File: src/rtl/read_data.sv
// Sample-capture / peak-hold front end for the hex display.
// Groups accepted samples into WINDOW-sized windows and latches {window count, window peak}.
module read_data #(
    parameter int WINDOW = 1024
) (
    input  logic        clock,
    input  logic        reset,
    input  logic [17:0] data,
    input  logic        data_rdy,
    output logic [31:0] disp_val
);

    localparam int CW = (WINDOW > 1) ? $clog2(WINDOW) : 1;
    localparam logic [CW-1:0] LAST = CW'(WINDOW - 1);

    logic [CW-1:0] r_sample_cnt;
    logic [17:0]   r_peak_run;
    logic [13:0]   r_win_cnt;
    logic [31:0]   r_disp_val;

    logic [17:0]   w_cand;
    logic [13:0]   w_win_next;

    // First sample of a window seeds the peak; ties keep the held value.
    assign w_cand     = (r_sample_cnt == '0 || data > r_peak_run) ? data : r_peak_run;
    assign w_win_next = r_win_cnt + 14'd1;

    always_ff @(posedge clock) begin
        if (reset) begin
            r_sample_cnt <= '0;
            r_peak_run   <= '0;
            r_win_cnt    <= '0;
            r_disp_val   <= '0;
        end else if (data_rdy) begin
            if (r_sample_cnt == LAST) begin
                r_win_cnt    <= w_win_next;
                r_disp_val   <= {w_win_next, w_cand};
                r_sample_cnt <= '0;
            end else begin
                r_peak_run   <= w_cand;
                r_sample_cnt <= r_sample_cnt + 1'b1;
            end
        end
    end

    assign disp_val = r_disp_val;

endmodule

File: config.mk
export PLATFORM = sky130hd
export DESIGN_NAME = read_data
export DESIGN_NICKNAME = d
export VERILOG_FILES = /design/src/rtl/read_data.sv
export SDC_FILE = /design/constraint.sdc
export NUM_CORES = 1
export LEC_CHECK = 0
export CAP_MARGIN = 20
export CORE_UTILIZATION = 57
export CTS_CLUSTER_SIZE = 28
export DETAILED_ROUTE_END_ITERATION = 8
export PLACE_DENSITY = 0.85
export SLEW_MARGIN = 10
export SYNTH_ARGS = -nofsm -noshare
export SYNTH_HDL_FRONTEND = slang
export SYNTH_SLANG_ARGS = --single-unit
File: constraint.sdc
create_clock -name clock -period 5.9 [get_ports clock]
set_clock_uncertainty 0.05 [all_clocks]
set_input_delay 0.59 -clock clock [delete_from_list [all_inputs] [get_ports clock]]
set_output_delay 0.59 -clock clock [all_outputs]
set_load 0.02 [all_outputs]
=== Word-level counts from Yosys, hierarchy flattened ===
Cells that the tools add are included.

* Bits in registers: 74
* Input bits: 21
* Output and inout port bits: 32

* $add $sub $neg: 2
* Magnitude comparators: 1
* Equality and inequality tests: 1
* Mux-type cells: 2
* Bitwise gates (word level): 1
* Reduce and logical (&&, ||, !) cells: 4

{| class="wikitable"
|+ Operators by type and width
! kind !! count
|-
| 18-bit > comparator || 1
|-
| 18-bit 2-to-1 mux || 1
|-
| 14-bit by 1-bit adder with 14-bit output (second input constant) || 1
|-
| 10-bit by 1-bit adder with 10-bit output (second input constant) || 1
|-
| 10-bit == test (second input constant) || 1
|-
| 10-bit logical NOT || 1
|-
| 10-bit 2-to-1 mux || 1
|-
| 2-bit AND reduction || 2
|-
| 1-bit logical OR || 1
|-
| 1-bit NOT || 1
|}

=== Longest topological paths before layout ===
* Depth in word-level cells: 3
* Mapped depth: 11
* Depth with buffers taken out: 8

=== Worst setup path before layout ===
No wires, ideal clock.

* Kind: in2reg
* Start point: input port data[5]
* End point: register r_peak_run[10]
* Library setup time: 0.129 ns
* Data arrival time: 2.430 ns
* Path slack: 3.290 ns
* Stages: 10
* Path buffers: 3
* Cells stage by stage: ha_1 > and4_1 > and4_1 > and3_4 > buf_6 > o31a_1 > buf_6 > a21oi_4 > buf_6 > o31ai_1

* Word-level cells in the longest chain between the ends: 3

{| class="wikitable"
|+ Ends and longest elaborated chain
! what !! line !! source
|-
| from (decl) || 8 || <nowiki>input logic [17:0] data,</nowiki>
|-
| 18-bit > comparator || 25 || <nowiki>assign w_cand = (r_sample_cnt == '0 || data > r_peak_run) ? data : r_peak_run;</nowiki>
|-
| 1-bit logical OR || 25 ||
|-
| 18-bit 2-to-1 mux || 25 ||
|-
| to (signal assigned) || 40 || <nowiki>r_peak_run <= w_cand;</nowiki>
|-
| to (decl) || 17 || <nowiki>logic [17:0] r_peak_run;</nowiki>
|}

No other way between the ends.
A chain may end at the register's enable or synchronous reset.

=== Final worst setup path ===
* Start point: input port data[13]
* End point: register r_disp_val[0], in the netlist disp_val[0]

* Word-level cells in the longest chain between the ends: 3

{| class="wikitable"
|+ Ends and longest elaborated chain
! what !! line !! source
|-
| 18-bit > comparator || 25 ||
|-
| 1-bit logical OR || 25 ||
|-
| 18-bit 2-to-1 mux || 25 ||
|-
| to (signal assigned) || 37 || <nowiki>r_disp_val <= {w_win_next, w_cand};</nowiki>
|-
| to (decl) || 19 || <nowiki>logic [31:0] r_disp_val;</nowiki>
|}

No other way between the ends.

==> flow_metrics.env <==
export IMPL_status="finished clean"
export IMPL_final_antenna_net_count=0
export IMPL_gr_total_overflow=0
export IMPL_pre_cts_ws_ns=2.37
export IMPL_gp_congestion=0.839
export IMPL_layout_drive_gt1_share=0.0711
export IMPL_drtIter0Drc=187
export IMPL_worstPathCellList="clkdlybuf4s50_1, ha_1, and4_1, and4_1, o21ai_0, a31oi_2, nor2_2, o211ai_1"
export IMPL_p_per_area_nw_per_um2=232
export IMPL_cpPeakStageDelay_ns=0.77
export IMPL_vias=2776
export IMPL_grt_usage=0.264
export IMPL_yosys_area_share_adder=0.0841
export IMPL_yosysMostFrequentCell="dfxtp_1"
export IMPL_cts_resized_gates=0
export IMPL_r2r_start="r_peak_run[15]$_SDFFE_PP0P_"
export IMPL_route_met2_wl_um=3460
export IMPL_met3WireLength_um=310
export IMPL_hp_class="flop to flop"
export IMPL_synth_xor_area_frac=0.0533
export IMPL_worst_pin_slew_ns=0.906
export IMPL_fmax_ghz=0.312
export IMPL_cts_tree="built"
export IMPL_place_hpwl_um=4820
export IMPL_ys_ff_latch=60
export IMPL_timing_rr_end="disp_val[0]$_SDFFE_PP0P_"
export IMPL_cap_viol_max_count=0
export IMPL_crit_type="input port to flop"
export IMPL_crit_fanout=18
export IMPL_antenna_found_initial=0
export IMPL_synth_ff_type="dfxtp_1"
export IMPL_rr_worst_depth=8
export IMPL_cpMostUsedCell="and4_1"
export IMPL_synth_simple_area_share=0.215
export IMPL_synth_compound_area_frac=0.187
export IMPL_clkSlewWorstSetupHoldPaths_ns=0.06
export IMPL_crit_end="disp_val[0]$_SDFFE_PP0P_"
export IMPL_slowest_stage="a31oi_2"
export IMPL_wirelength_met1_um=3160
export IMPL_post_cts_repair_setup_buffers=0
export IMPL_synth_top_area_frac=0.384
export IMPL_drtPass1Iterations=4
export IMPL_period_needed_ns=3.20
export IMPL_syn_num_nets=400
export IMPL_synth_area_leaders="dfxtp_1, ha_1, nand2_1, o2111ai_1, nand4_1"
export IMPL_worstSetupEndpointType="flop"
export IMPL_die_width_um=76.0
export IMPL_synth_common_cells="dfxtp_1, nand2_1, nor2_1"
export IMPL_clock_path_buffers=2
export IMPL_cts_max_level=3
export IMPL_fp_dieArea_um2=5780
export IMPL_nets=446
export IMPL_required_ns=6.11
export IMPL_antenna_cells=0
export IMPL_cts_buffers=9
export IMPL_top_layer="met4"
export IMPL_synth_edf_count=0
export IMPL_setup_tns_final_ns=0
export IMPL_fp_row_count=26
export IMPL_yosysTopAreaCell="dfxtp_1"
export IMPL_ir_drop_v=0.000161
export IMPL_avgSynthCellArea_um2=8.73
export IMPL_synth_area_mux_share=0.0100
export IMPL_first_global_vias=2590
export IMPL_viasPerCell=5.81
export IMPL_wl_per_cell_um=14.7
export IMPL_hold_viol=0
export IMPL_syn_cell_area_um2=3120
export IMPL_cts_sinks=60
export IMPL_grt_pass1_wl_um=12100
export IMPL_p_leak_nw=1.35
export IMPL_drcViolationCount=0
export IMPL_worstSetupStartpointType="input port"
export IMPL_grt_max_degree=40
export IMPL_die_h_um=76.0
export IMPL_rrSetupSlack_ns=3.05
export IMPL_post_route_period_util=0.543
export IMPL_startpoint="data[13]"
export IMPL_synth_top_family_by_area="simple AND/OR/NAND/NOR gates"
export IMPL_p_total_uw=889
export IMPL_final_max_slew_viol_count=0
export IMPL_setup_viol=0
export IMPL_core_um2=5200
export IMPL_ios=53
export IMPL_cts_root_buffer="clkbuf_8"
export IMPL_postCtsHoldBufs=0
export IMPL_ys_seq_area_frac=0.384
export IMPL_netlist_instances=358
export IMPL_portBuffers=52
export IMPL_yosysWarnings=0
export IMPL_clock_latency_ns=0.34
export IMPL_synth_cell_type_count=43
export IMPL_holdWs_ns=0.416
export IMPL_synthArstFlopShare=0
export IMPL_slew_headroom=0.394
export IMPL_initial_core_util=0.600
export IMPL_drt_wl_total_um=7000
export IMPL_area_delta_synth_final_pct=22.6
export IMPL_cp_arrival_ns=3.41
export IMPL_rsz0062_at_grt="no"
export IMPL_worst_slack_ns=2.70
==> cell families after synthesis <==
| kind of cell | count (synthesis) |
|---|---|
| xor gates and xnor gates | 19 |
| adders and majority gates | 21 |
| and+or+nand+nor | 134 |
| buffers and inverters | 45 |
| muxes | 3 |
| AOI/OAI and AO/OA | 76 |
| DFF | 60 |
==> layout make-up <==
type	count	area [um2]
Fill cell	400	1370
Tap cell	70	87.6
Clock buffer	14	183
Timing Repair Buffer	55	543
Inverter	25	93.8
Clock inverter	1	5.00
Sequential cell	60	1200
Multi-Input combinational cell	253	1720
==> cells in the final DEF (no fill, tap or decap), drive strengths merged, types with 11 or more instances in the layout <==
master         Yosys  final
o2111ai           17     17
inv               25     25
nand2             50     50
clkbuf             8     14
a21oi             11     11
ha                21     21
xor2              12     12
clkdlybuf4s50      0     52
o211ai            18     18
nor2              29     29
o31ai             19     19
dfxtp             60     60
nand4             24     24
==> where the power goes <==
part	leakage [nW]	internal, mW	switching, mW
clock network	0.0986	0.196	0.155
logic	0.767	0.0414	0.0750
registers	0.487	0.416	0.00616
total	1.35	0.653	0.236
==> metal layers <==
metal	GRT usage	vias to the layer above
met2	0.433	62
met1	0.330	1311
met5	0	-
met3	0.0695	9
li1	-	1394
met4	0.108	0
==> through the flow <==
| step | utilization | instances | area [um2] |
|---|---|---|---|
| 5_1_grt | 0.736 | 478 | 3830 |
| 4_1_cts | 0.736 | 478 | 3830 |
| 2_1_floorplan | - | 358 | 3120 |
| 6_report | 0.736 | 478 | 3830 |
| 3_3_place_gp | 0.700 | 463 | 3640 |
| 3_5_place_dp | 0.700 | 463 | 3640 |
==> worst max-delay path: cells and delay by family <==
family	cells	cell delay (ns)
buffers and inverters	1	0.46
AOI/OAI and AO/OA	3	1.19
adders and majority gates	1	0.34
and+or+nand+nor	3	0.82
==> worst min path at each step <==
| stage | start | slack [ns] | depth (start not counted) | to |
|---|---|---|---|---|
| 6_report | disp_val[10]$_SDFFE_PP0P_ | 0.42 | 2 | disp_val[10]$_SDFFE_PP0P_ |
| 5_1_grt | disp_val[6]$_SDFFE_PP0P_ | 0.43 | 2 | disp_val[6]$_SDFFE_PP0P_ |
| 4_1_cts | disp_val[16]$_SDFFE_PP0P_ | 0.42 | 2 | disp_val[16]$_SDFFE_PP0P_ |
| 3_5_place_dp | disp_val[16]$_SDFFE_PP0P_ | 0.41 | 2 | disp_val[16]$_SDFFE_PP0P_ |
| 3_3_place_gp | disp_val[7]$_SDFFE_PP0P_ | 0.40 | 2 | disp_val[7]$_SDFFE_PP0P_ |
| 2_1_floorplan | r_peak_run[0]$_SDFFE_PP0P_ | 0.40 | 2 | r_peak_run[0]$_SDFFE_PP0P_ |
==> flip-flops by register name (all words and copies together) (netlist names) <==
register and count:
r_sample_cnt 10, r_peak_run 18, disp_val 18, r_win_cnt 14
No activity file was read; power rests on OpenSTA's default activity.
==> RTL change, RTL diff (config.mk and constraints unchanged) <==
Make the reset (`reset`) asynchronous in one clocked block.
--- a/src/rtl/read_data.sv
+++ b/src/rtl/read_data.sv
@@ -25,7 +25,7 @@
     assign w_cand     = (r_sample_cnt == '0 || data > r_peak_run) ? data : r_peak_run;
     assign w_win_next = r_win_cnt + 14'd1;
 
-    always_ff @(posedge clock) begin
+    always_ff @(posedge clock or posedge reset) begin
         if (reset) begin
             r_sample_cnt <= '0;
             r_peak_run   <= '0;
Function: no difference found for any inputs over 10 cycles, from zero or initial values and one cycle with reset high; that may be too few to reach the edited logic, so the function may still have changed.
==> RTL change against the unedited design <==
Setup slack got worse by 0.24 ns; non-clock buffer count fell by 1; area after synthesis fell by 0.60%; wire length fell by 12%; register-to-register slack got worse by 0.26 ns; core utilization rose by 2.3 points; critical path depth did not move; cell area rose by 2.5%; count of clock-buffer cells in the layout fell by 2; global-route usage fell by 2.4 points; sequential cell count did not move; critical path type unchanged; critical endpoint is now r_peak_run[9]$_DFFE_PP0P_; largest cell class is now registers; highest routed layer unchanged.
Power is not compared: it rests on default switching activity, and its combinational part moved more than twofold at a synthesized area within 25%.
==> RTL change: results (changes against the unedited design) <==
cts:
  htree_levels: 3  # unchanged
  post_cts_buffers: 0  # unchanged
  clock_latency_ns: 0.34  # about the same
  cts-root-buf: "clkbuf_8"  # unchanged
  clockBufferDepth: 2  # unchanged
drt:
  routed.top_layer: "met4"  # unchanged
  wl_met3_um: 269  # was 310 um
  drt-met1-wl_um: 2745  # was 3155 um
  wl_met2_um: 2954  # was 3462 um
  drt_iter0_markers: 94  # was 187
  dr.pass1.iters: 5  # was 4
  routedWlPerCell_um: 14.88  # was 14.65 um
  finalWirelength_um: 6145  # was 7004 um
  vias_per_cell: 5.446  # was 5.808
placed_design:
  pre_cts_ws_ns: 2.180  # was 2.371 ns
  gp_congestion: 0.8349  # was 0.8394
  place_hpwl_um: 4073  # was 4818 um
  place_area_um2: 3679  # was 3643 um^2
  dp.cells: 397  # was 463
worst_setup_path:
  slowest_delay_ns: 0.81  # was 0.77 ns
  worstPathArrival_ns: 3.61  # was 3.41 ns
  crit_fanout: 19  # was 18
  critical-path-top-delay-family: "compound AO/OA/AOI/OAI gates"  # unchanged
  cp_slowest_cell: "a31oi_4"  # was a31oi_2
layout:
  drive_gt1_share_pct: 11.37  # was 7.108%
  final_cell_area_um2: 3929  # was 3831 um^2
  nFillCells: 354  # was 400
  num-nets-final: 380  # was 446
yosys:
  ys_warn_count: 0  # unchanged
  async_reset_ff_share_pct: 100.0  # was 0%
  synth.avg_cell_area_um2: 11.01  # was 8.727 um^2
  postSynthNetCount: 324  # was 400
  synthTopCellsByCount: "dfrtp_1 (60), a21oi_1 (26), nor2_1 (26), inv_1 (22), ha_1 (21)"  # was dfxtp_1 (60), nand2_1 (50), nor2_1 (27), inv_1 (24), nand4_1 (23)
  synth-seq-area-share_pct: 48.35  # was 38.45%
  yosysUniqueCellTypes: 31  # was 43
  ys_top_cells_by_area: "dfrtp_1 (48%), ha_1 (8.5%), mux2i_1 (5.8%)"  # was dfxtp_1 (38%), ha_1 (8.4%), nand2_1 (6.0%)
sta:
  worstMarginPinSlew_ns: 0.9659  # was 0.9059 ns
grt:
  grt_max_degree: 61  # was 40
  use_met3_pct: 5.291  # was 6.946%
  grt_pass1_wl_um: 10040  # was 12,130 um
  grt_pass1_vias: 2191  # was 2,590
  gr-usage-met1_pct: 30.70  # was 33.01%
  use_met2_pct: 38.25  # was 43.27%
  grt_usage_pct: 23.98  # was 26.40%
worst_hold_path:
  hold_path.class: "reg2reg"  # unchanged
outcome:
  status: "completed"  # unchanged
power_and_ir_drop:
  ir_drop_mv: 0.2612
  p_leak_nw: 1.872
==> RTL change: cell count changes after synthesis, sizes merged, moves of 9 or more <==
cell / change
dfrtp: +60
a21oi: +15
mux2i: +16
nand2: -36
xnor2: +11
xor2: -10
o2111ai: -17
mux2: +18
buf: -9
o211ai: -18
nand4: -15
o31ai: -18
dfxtp: -60
==> RTL change: area by class of cell <==
cell class / instances / share of cell area, %
flip-flops and latches: 60 / 38.22
multi-input cells: 191 / 37.45
repair buffers: 54 / 13.63
clock buffers: 12 / 3.949
clock inverters: 4 / 2.420
well taps: 70 / 2.229
inverters: 22 / 2.102
==> RTL change: cells by family (layout without fill, tap and decap cells) <==
kind of cell	Yosys count	count (layout)	share of synthesized area (%)
compound gates	39	39	6.809
xor+xnor	20	20	5.641
fa+ha+maj	21	21	8.461
buf+inv	31	92	4.754
flops	60	60	48.35
mux	37	37	13.90
simple gates	74	74	12.09
==> RTL change: path summary, 6_finish.rpt <==
check                                         endpoint                       start  slack [ns]  cells after the start
setup / recovery             r_peak_run[9]$_DFFE_PP0P_                    data[17]        2.46                      8
hold / removal               r_win_cnt[13]$_DFFE_PP0P_   r_win_cnt[13]$_DFFE_PP0P_        0.43                      1
setup reg to reg             r_peak_run[9]$_DFFE_PP0P_  r_peak_run[17]$_DFFE_PP0P_        2.79                      8
hold reg to reg              r_win_cnt[13]$_DFFE_PP0P_   r_win_cnt[13]$_DFFE_PP0P_        0.43                      1
max in group asynchronous    r_peak_run[2]$_DFFE_PP0P_                       reset        4.59                      3
min in group asynchronous  r_sample_cnt[0]$_DFFE_PP0P_                       reset        0.73                      3
==> RTL change: report_power, final <==
part           switching [mW]  internal [mW]
clock network           0.158          0.303
logic                   0.261          0.276
registers              0.0743          0.494
